<file path="config.mk">
export PLATFORM = sky130hd
export DESIGN_NAME = scanare_afisor
export DESIGN_NICKNAME = d
export VERILOG_FILES = /design/src/rtl/scan_pkg.sv /design/src/rtl/scan_timer.sv /design/src/rtl/scanare_afisor.sv
export SDC_FILE = /design/constraint.sdc
export NUM_CORES = 1
export LEC_CHECK = 0
export BUFFER_PORTS_ARGS = -buffer_cell sky130_fd_sc_hd__buf_2
export CAP_MARGIN = 20
export CORE_MARGIN = 1
export CORE_UTILIZATION = 58
export DETAILED_ROUTE_END_ITERATION = 12
export PLACE_DENSITY = 0.83
export SLEW_MARGIN = 5
export SYNTH_ARGS = -nofsm -noshare
export SYNTH_HDL_FRONTEND = slang
export SYNTH_SLANG_ARGS = --single-unit
</file>
<file path="constraint.sdc">
create_clock -name clk -period 2.8 [get_ports clk]
set_input_delay 0 -clock clk [delete_from_list [all_inputs] [get_ports clk]]
set_output_delay 0 -clock clk [all_outputs]
set_load 0.05 [all_outputs]
</file>
<file path="src/rtl/scan_pkg.sv">
// Shared definitions for the multiplexed 7-segment scanner:
// slot state encoding, segment width and the digit-select decoder.
package scan_pkg;

   localparam logic [0:0] ST_BLANK = 1'b0;
   localparam logic [0:0] ST_SHOW  = 1'b1;

   localparam int SEG_W = 7;

   // Decode a digit index into a one-hot select (up to 8 digits).
   // Indices outside the bank decode to all-zero.
   function automatic logic [7:0] onehot(input logic [2:0] idx, input int num_dig);
      logic [7:0] r;
      r = 8'h01 << idx;
      if (int'(idx) >= num_dig) r = '0;
      return r;
   endfunction

endpackage

</file>
<file path="src/rtl/scan_timer.sv">
// Slot timer for the digit scanner. cnt walks 0..PRESC-1 inside a slot,
// idx walks the digits. Outputs describe the position the next enabled
// edge acts on, so the consumer can register its outputs on that edge.
module scan_timer
   import scan_pkg::*;
#(
   parameter int NUM_DIG   = 4,
   parameter int PRESC     = 1000,
   parameter int BLANK_CYC = 4,
   parameter int CNT_W     = $clog2(PRESC),
   parameter int IDX_W     = (NUM_DIG > 1) ? $clog2(NUM_DIG) : 1
) (
   input  logic             clk,
   input  logic             rst,
   input  logic             en,
   output logic [0:0]       state,
   output logic [IDX_W-1:0] idx,
   output logic [CNT_W-1:0] cnt,
   output logic             slot_end,
   output logic             frame_wrap
);

   localparam logic [CNT_W-1:0] CNT_LAST = CNT_W'(PRESC - 1);
   localparam logic [CNT_W-1:0] BLANK_C  = CNT_W'(BLANK_CYC);
   localparam logic [IDX_W-1:0] IDX_LAST = IDX_W'(NUM_DIG - 1);

   logic [CNT_W-1:0] cnt_q, cnt_d;
   logic [IDX_W-1:0] idx_q, idx_d;

   assign cnt        = cnt_q;
   assign idx        = idx_q;
   assign state      = (cnt_q < BLANK_C) ? ST_BLANK : ST_SHOW;
   assign slot_end   = (cnt_q == CNT_LAST);
   assign frame_wrap = slot_end && (idx_q == IDX_LAST);

   // Next counter values: hold at slot 0 while disabled, wrap at slot end.
   always_comb begin
      cnt_d = cnt_q;
      idx_d = idx_q;
      if (!en) begin
         cnt_d = '0;
         idx_d = '0;
      end else if (slot_end) begin
         cnt_d = '0;
         idx_d = (idx_q == IDX_LAST) ? '0 : idx_q + IDX_W'(1);
      end else begin
         cnt_d = cnt_q + CNT_W'(1);
      end
   end

   // Counter registers with synchronous reset.
   always_ff @(posedge clk) begin
      if (rst) begin
         cnt_q <= '0;
         idx_q <= '0;
      end else begin
         cnt_q <= cnt_d;
         idx_q <= idx_d;
      end
   end

endmodule

</file>
<file path="src/rtl/scanare_afisor.sv">
// Time-multiplexed 7-segment driver. Latches one pattern per digit on
// load, then scans digits with a blanking gap at the start of every slot
// and pulses frame_done on the first blank cycle of each new frame.
// Optional macro SCAN_DIM_EN adds a 3-bit bright input that PWMs the
// digit select during the show window with duty (bright+1)/8.
module scanare_afisor
   import scan_pkg::*;
#(
   parameter int NUM_DIG   = 4,
   parameter int PRESC     = 1000,
   parameter int BLANK_CYC = 4
) (
   input  logic                     clk,
   input  logic                     rst,
   input  logic                     en,
   input  logic                     load,
   input  logic [SEG_W*NUM_DIG-1:0] seg_in,
`ifdef SCAN_DIM_EN
   input  logic [2:0]               bright,
`endif
   output logic [SEG_W-1:0]         seg,
   output logic [NUM_DIG-1:0]       an,
   output logic                     frame_done
);

   localparam int CNT_W = $clog2(PRESC);
   localparam int IDX_W = (NUM_DIG > 1) ? $clog2(NUM_DIG) : 1;
   localparam logic [CNT_W-1:0] BLANK_C = CNT_W'(BLANK_CYC);

   logic [0:0]       state;
   logic [IDX_W-1:0] idx;
   logic [CNT_W-1:0] cnt;
   logic             unused_slot_end;  // frame_wrap already carries the slot qualifier
   logic             frame_wrap;

   scan_timer #(
      .NUM_DIG   (NUM_DIG),
      .PRESC     (PRESC),
      .BLANK_CYC (BLANK_CYC),
      .CNT_W     (CNT_W),
      .IDX_W     (IDX_W)
   ) u_timer (
      .clk        (clk),
      .rst        (rst),
      .en         (en),
      .state      (state),
      .idx        (idx),
      .cnt        (cnt),
      .slot_end   (unused_slot_end),
      .frame_wrap (frame_wrap)
   );

   logic [NUM_DIG-1:0][SEG_W-1:0] shadow_q, shadow_d;
   logic [SEG_W-1:0]              seg_q, seg_d;
   logic [NUM_DIG-1:0]            an_q, an_d;
   logic                          frame_done_q, frame_done_d;
   logic                          wrap_q, wrap_d;   // frame closed on the previous edge
   logic                          lit;
   logic [7:0]                    sel;

   assign seg        = seg_q;
   assign an         = an_q;
   assign frame_done = frame_done_q;

   // Dimming gate: position within the show window modulo 8 vs. brightness.
`ifdef SCAN_DIM_EN
   logic [CNT_W-1:0] show_pos;
   assign show_pos = cnt - BLANK_C;
   assign lit      = (3'(show_pos) <= bright);
`else
   assign lit = 1'b1;
`endif

   assign sel = onehot(3'(idx), NUM_DIG);

   // Shadow capture is independent of scan enable.
   always_comb begin
      shadow_d = load ? seg_in : shadow_q;
   end

   // Output next-state: seg is taken from the pre-load shadow on the
   // blank->show edge and held; blank and disabled cycles drive zeros.
   always_comb begin
      seg_d        = '0;
      an_d         = '0;
      wrap_d       = 1'b0;
      frame_done_d = 1'b0;
      if (en) begin
         wrap_d       = frame_wrap;
         frame_done_d = wrap_q;
         if (state == ST_SHOW) begin
            seg_d = (cnt == BLANK_C) ? shadow_q[idx] : seg_q;
            an_d  = lit ? sel[NUM_DIG-1:0] : '0;
         end
      end
   end

   // Output and shadow registers; reset wins over load.
   always_ff @(posedge clk) begin
      if (rst) begin
         shadow_q     <= '0;
         seg_q        <= '0;
         an_q         <= '0;
         wrap_q       <= 1'b0;
         frame_done_q <= 1'b0;
      end else begin
         shadow_q     <= shadow_d;
         seg_q        <= seg_d;
         an_q         <= an_d;
         wrap_q       <= wrap_d;
         frame_done_q <= frame_done_d;
      end
   end

endmodule

</file>
# Word level (Yosys, flattened, before mapping)

Index checks and enable logic that the tools add are counted.

Bits in registers: 53
Bits in latches: 0
Memory bits (writable): 0
Memory bits (read-only): 0
Bits of input ports: 32
Output and inout port bits: 12
Logic and storage cells: 26
Memories kept: 0

Add/subtract/negate cells: 2
$mul: 0
Div/mod/pow operators: 0
Magnitude comparators: 2
Eq/ne operators: 3
Shifts and indexed selects: 1
Mux-type cells: 3
Bitwise operators: 1
Reductions and logical operators: 4

Operators by type and width:

| operator                                                                      | count |
|---|---|
| 7-bit binary-select mux with 2-bit select                                     | 1 |
| 10-bit by 1-bit adder with 10-bit output, second input constant               | 1 |
| 10-bit == test, second input constant                                         | 1 |
| 10-bit by 3-bit == test with 1-bit output, second input constant              | 1 |
| 10-bit by 3-bit less-than comparator with 1-bit output, second input constant | 1 |
| 7-bit 2-to-1 mux                                                              | 1 |
| 3-bit OR reduction                                                            | 2 |
| 1-bit by 2-bit left shift with 4-bit output, first input constant             | 1 |
| 2-bit by 3-bit less-than comparator with 1-bit output, second input constant  | 1 |
| 2-bit by 1-bit adder with 2-bit output, second input constant                 | 1 |
| 2-bit == test, second input constant                                          | 1 |
| 2-bit 2-to-1 mux                                                              | 1 |
| 2-bit OR reduction                                                            | 1 |
| 1-bit logical AND                                                             | 1 |
| 1-bit inverter                                                                | 1 |

# Longest topological paths before layout

Word-level depth: 2
Mapped depth: 5
Depth with buffers taken out: 5

# Hierarchy

A second synthesis with hierarchy kept.

Cell total of the unflattened synthesis: 219
Area total of the unflattened synthesis: 2282.2 um^2

Modules (own cells, without submodules):

| module         | times used | cells an instance | area an instance (um^2) | sequential area each (um^2) |
|---|---|---|---|---|
| scanare_afisor | 1          | 150               | 1652.8                  | 820.8 |
| scan_timer     | 1          | 69                | 629.4                   | 240.2 |

# Least setup slack after synthesis

No wires, ideal clock.

Path kind: register -> register
From: reg u_timer.idx_q[0] (netlist: u_timer.idx[0])
To: reg seg_q[2] (netlist: seg[2])
Setup time: 0.121 ns
Arrival: 1.268 ns
Required time: 2.679 ns
Slack: 1.411 ns
Stages on the path, launching flop included: 5
Buffers on the path: 1
Period minus slack after synthesis: 1.389 ns
Cells stage by stage: dfxtp_1 buf_2 mux4_2 inv_1 o2bb2ai_1

Longest elaborated chain between the ends: 2

RTL lines:

| item                                      | line                  | text |
|---|---|---|
| start, declared                           | scan_timer.sv:28      | `logic [IDX_W-1:0] idx_q, idx_d;` |
| start signal, assigned                    | scan_timer.sv:58      | `idx_q <= idx_d;` |
| 7-bit binary-select mux with 2-bit select | scanare_afisor.sv:92  | `seg_d = (cnt == BLANK_C) ? shadow_q[idx] : seg_q;` |
| 7-bit 2-to-1 mux (implied by the code)    | scanare_afisor.sv:92  |  |
| end signal, assigned                      | scanare_afisor.sv:108 | `seg_q <= seg_d;` |
| end, declared                             | scanare_afisor.sv:54  | `logic [SEG_W-1:0] seg_q, seg_d;` |

No other way between the ends. The select of a mux whose other input is x is not followed.
A chain may end at the register's enable or synchronous reset.

# Worst setup path after layout

From: reg u_timer.idx_q[0] (netlist: u_timer.idx[0])
To: reg seg_q[0] (netlist: seg[0])

The elaborated chain is that of the path after synthesis.

==> flow_summary.rst <==
.. list-table::
   :header-rows: 1

   * - Metric
     - Value
   * - Worst hold slack
     - between 0.15 and 0.2 ns
   * - Post-route total power
     - roughly 1.3 mW
   * - Vias/cell
     - 5.39
   * - Standard-cell row count
     - 21
   * - Global route total overflow
     - 0
   * - Total of flip-flops plus latches after synthesis
     - 53
   * - Sequential area share after synthesis
     - 0.489
   * - Pin count of the biggest net entering global routing
     - 31
   * - Top-area cell type share of the netlist area
     - 0.489
   * - Worst-margin pin slew
     - 0.823 ns
   * - Top post-synthesis cells by count
     - 53 x sky130_fd_sc_hd__dfxtp_1, 33 x sky130_fd_sc_hd__nor2_1, 30 x sky130_fd_sc_hd__mux2i_1, 11 x sky130_fd_sc_hd__inv_1
   * - DR iter-0 viols
     - 60
   * - Cts hold-fix bufs
     - 28
   * - GRT Util Overall
     - 0.251
   * - Total CTS buffers
     - 5
   * - Outcome
     - complete, no violations
   * - Global-route wire length before repair
     - between 7000 and 8000 um
   * - Number of distinct standard cells referenced by the synthesized netlist
     - 34
   * - Data arrival, critical path
     - 1.87 ns
   * - Final GP Congestion
     - 0.837
   * - Die Outline Area
     - roughly 4000 um^2
   * - Category of the most critical setup path
     - flip-flop to flip-flop
   * - Maximum fanout count along the critical path
     - 14
   * - Die Y
     - roughly 63 um
   * - Primary flip-flop cell chosen by synthesis mapping
     - sky130_fd_sc_hd__dfxtp_1
   * - Layout filler cell count
     - 222
   * - Final-stage net count
     - 308
   * - Effective utilization at floorplan
     - 0.626
   * - Worst path required time
     - 2.98 ns
   * - H-tree depth
     - 2
   * - Kind of end point of the critical path
     - flip-flop
   * - Final critical-path setup slack
     - approximately 1.1 ns
   * - Clock tree from TritonCTS
     - done
   * - Port Buf Inserts
     - 43
   * - Compound-gate portion of the synthesized area
     - 0.0663
   * - Antenna violations before repair
     - 0
   * - DRT antenna net count
     - 0
   * - Buffers inserted during post-CTS setup optimization
     - 0
   * - Max-cap violations
     - 0
   * - Mapped Area
     - 2170 um^2
   * - Fin crit period
     - approximately 1.7 ns
   * - Bufs on Longest Clock Path
     - 2
   * - Type of element launching the critical path
     - flip-flop
   * - Final worst path period share
     - 0.604
   * - Synth Area per Inst
     - 10.6 um^2
   * - Most area-consuming cells after synthesis
     - sky130_fd_sc_hd__dfxtp_1 49%, sky130_fd_sc_hd__mux2i_1 14%, sky130_fd_sc_hd__mux4_2 7.3%
   * - Worst voltage drop across the vdd grid
     - 420 uV
   * - Count of vias placed by the detailed router
     - 1,721
   * - Synthesized netlist cell count
     - between 200 and 250
   * - Fraction of final layout cells with drive strength greater than 1
     - 0.220
   * - Share of synthesized cell area in full adder, half adder and majority cells
     - 0.0173
   * - Total of warnings raised by yosys
     - 0
   * - Tightest Hold Check Type
     - primary input to flip-flop
   * - Most numerous cell in the Yosys netlist
     - sky130_fd_sc_hd__dfxtp_1
   * - Clock insertion delay at the later pin of the skew report
     - 0.30 ns
   * - Number of enable-type register cells in the synthesized netlist
     - 0
   * - RSZ-0062 raised after global routing
     - false
   * - Post-Place Worst Slack
     - 1.18 ns
   * - CTS clock-pin slew for the worst setup and hold paths
     - 0.09 ns
   * - Setup-violating endpoint count in the final report
     - 0
   * - Xor-xnor portion of the synthesized cell area
     - 0.0121
   * - # resized after CTS
     - 0
   * - Area growth from synthesis to layout
     - 27.5%
   * - HPWL after detailed placement
     - 2800 um
   * - Rel. slew slack
     - 0.451
   * - Area fraction in and, or, nand and nor cells after synthesis
     - 0.163
   * - WL per Instance
     - 14.3 um
   * - Root buf cell
     - sky130_fd_sc_hd__clkbuf_8
   * - CTS sink count
     - 53
   * - Main combinational cell family by area after synthesis
     - multiplexers
   * - Area of the placeable core
     - 3470 um^2
   * - Post-detailed-route DRC marker count
     - 0
   * - Power per cell area
     - between 400 and 500 nW/um^2
   * - Async set-or-reset flop fraction in the synthesized netlist
     - 0
   * - Top-Level Pins
     - 44
   * - Mux contribution to synthesized area
     - 0.211
   * - P_leak
     - between 1 and 1.5 nW
   * - Net count of the mapped netlist
     - 240
   * - Width of the chip
     - between 60 and 70 um
   * - Number of iterations in the first detailed-routing pass
     - 4
   * - Count of final hold-check violations
     - 0
   * - Ant. Diodes
     - 0
   * - WL final
     - 4550 um
   * - Clock skew after layout
     - around 0.0085 ns
   * - Final Max Slew Viols
     - 0
   * - Setup TNS Final
     - 0 ns
   * - Maximum clock rate
     - 0.591 GHz
   * - Number of global-route vias before repair
     - roughly 1,700
   * - Largest area contributor in the netlist
     - sky130_fd_sc_hd__dfxtp_1
==> cell type report <==
cell class                      instances  area, um^2  area share
Tap cell                               46        57.6      0.0208
Inverter                               11        41.3      0.0149
Clock buffer                            7        86.3      0.0312
Multi-Input combinational cell        130        1020       0.368
Timing Repair Buffer                   72         503       0.182
Sequential cell                        53        1060       0.383
==> per-stage QoR <==
stage,instances,cell area [um^2],util
after detailed placement,284,2400,0.692
after global placement,284,2400,0.692
after global routing,319,2770,0.798
after floorplan,205,2170,-
final,319,2770,0.798
after CTS,319,2770,0.798
==> registers in the layout, indices dropped and copies added (netlist names) <==
name         flops
u_timer.idx      2
u_timer.cnt     10
shadow_q        28
seg              7
wrap_q           1
an               4
frame_done       1
==> critical path, stage by stage (launching register included) <==
cell	delay [ns]
sky130_fd_sc_hd__dfxtp_1	0.76
sky130_fd_sc_hd__mux4_2	0.59
sky130_fd_sc_hd__inv_1	0.11
sky130_fd_sc_hd__o2bb2ai_1	0.10
==> power by group <==
group | switching [mW] | internal, mW | leakage, nW | total (mW)
sequential | 0.0135 | 0.778 | 0.433 | 0.792
clock | 0.228 | 0.197 | 0.0443 | 0.424
combinational | 0.0542 | 0.0774 | 0.694 | 0.132
total | 0.295 | 1.05 | 1.17 | 1.35
==> worst paths after layout <==
check	endpoint	cells after the start	slack [ns]	start
max	seg[0]	3	1.11	u_timer.idx[0]
max reg2reg	seg[0]	3	1.11	u_timer.idx[0]
min	shadow_q[13]	2	0.17	rst
min reg2reg	frame_done	1	0.44	wrap_q
==> cells in the final DEF, fill, tap and decap left out, types with 2 or more instances in the layout <==
cell                            instances
sky130_fd_sc_hd__buf_2                 43
sky130_fd_sc_hd__ha_1                   3
sky130_fd_sc_hd__nor3_1                 2
sky130_fd_sc_hd__mux4_2                 7
sky130_fd_sc_hd__nor2_1                33
sky130_fd_sc_hd__nor4b_1                2
sky130_fd_sc_hd__and2_1                 2
sky130_fd_sc_hd__nand3_1                3
sky130_fd_sc_hd__inv_1                 11
sky130_fd_sc_hd__or3_1                  4
sky130_fd_sc_hd__a21oi_1                5
sky130_fd_sc_hd__o2bb2ai_1              7
sky130_fd_sc_hd__o21ai_0                3
sky130_fd_sc_hd__mux2i_1               30
sky130_fd_sc_hd__nor4_1                 3
sky130_fd_sc_hd__nand2b_1               2
sky130_fd_sc_hd__clkbuf_8               6
sky130_fd_sc_hd__dlygate4sd3_1         28
sky130_fd_sc_hd__or4_1                  2
sky130_fd_sc_hd__xor2_1                 2
sky130_fd_sc_hd__dfxtp_1               53
sky130_fd_sc_hd__nand2_1                7
sky130_fd_sc_hd__nand4_1                2
sky130_fd_sc_hd__o31ai_1                2
==> logic make-up (layout without fill, tap and decap cells) <==
| kind of cell | count (synthesis) | in the layout |
|---|---|---|
| multiplexers | 37 | 37 |
| buffers and inverters | 22 | 90 |
| AND/OR/NAND/NOR | 68 | 68 |
| AO/OA/AOI/OAI | 19 | 19 |
| flip-flops | 53 | 53 |
| XOR/XNOR | 3 | 3 |
| adder cells (fa/ha/maj) | 3 | 3 |
==> per-layer routing <==
layer / routed length, um / track usage / part of all wire
met3: 194 / 0.0471 / 0.043
met5: 0 / 0 / 0
met2: 2290 / 0.440 / 0.50
met1: 1970 / 0.305 / 0.43
met4: 87 / 0.0938 / 0.019
No activity file was read; power rests on OpenSTA's default activity.
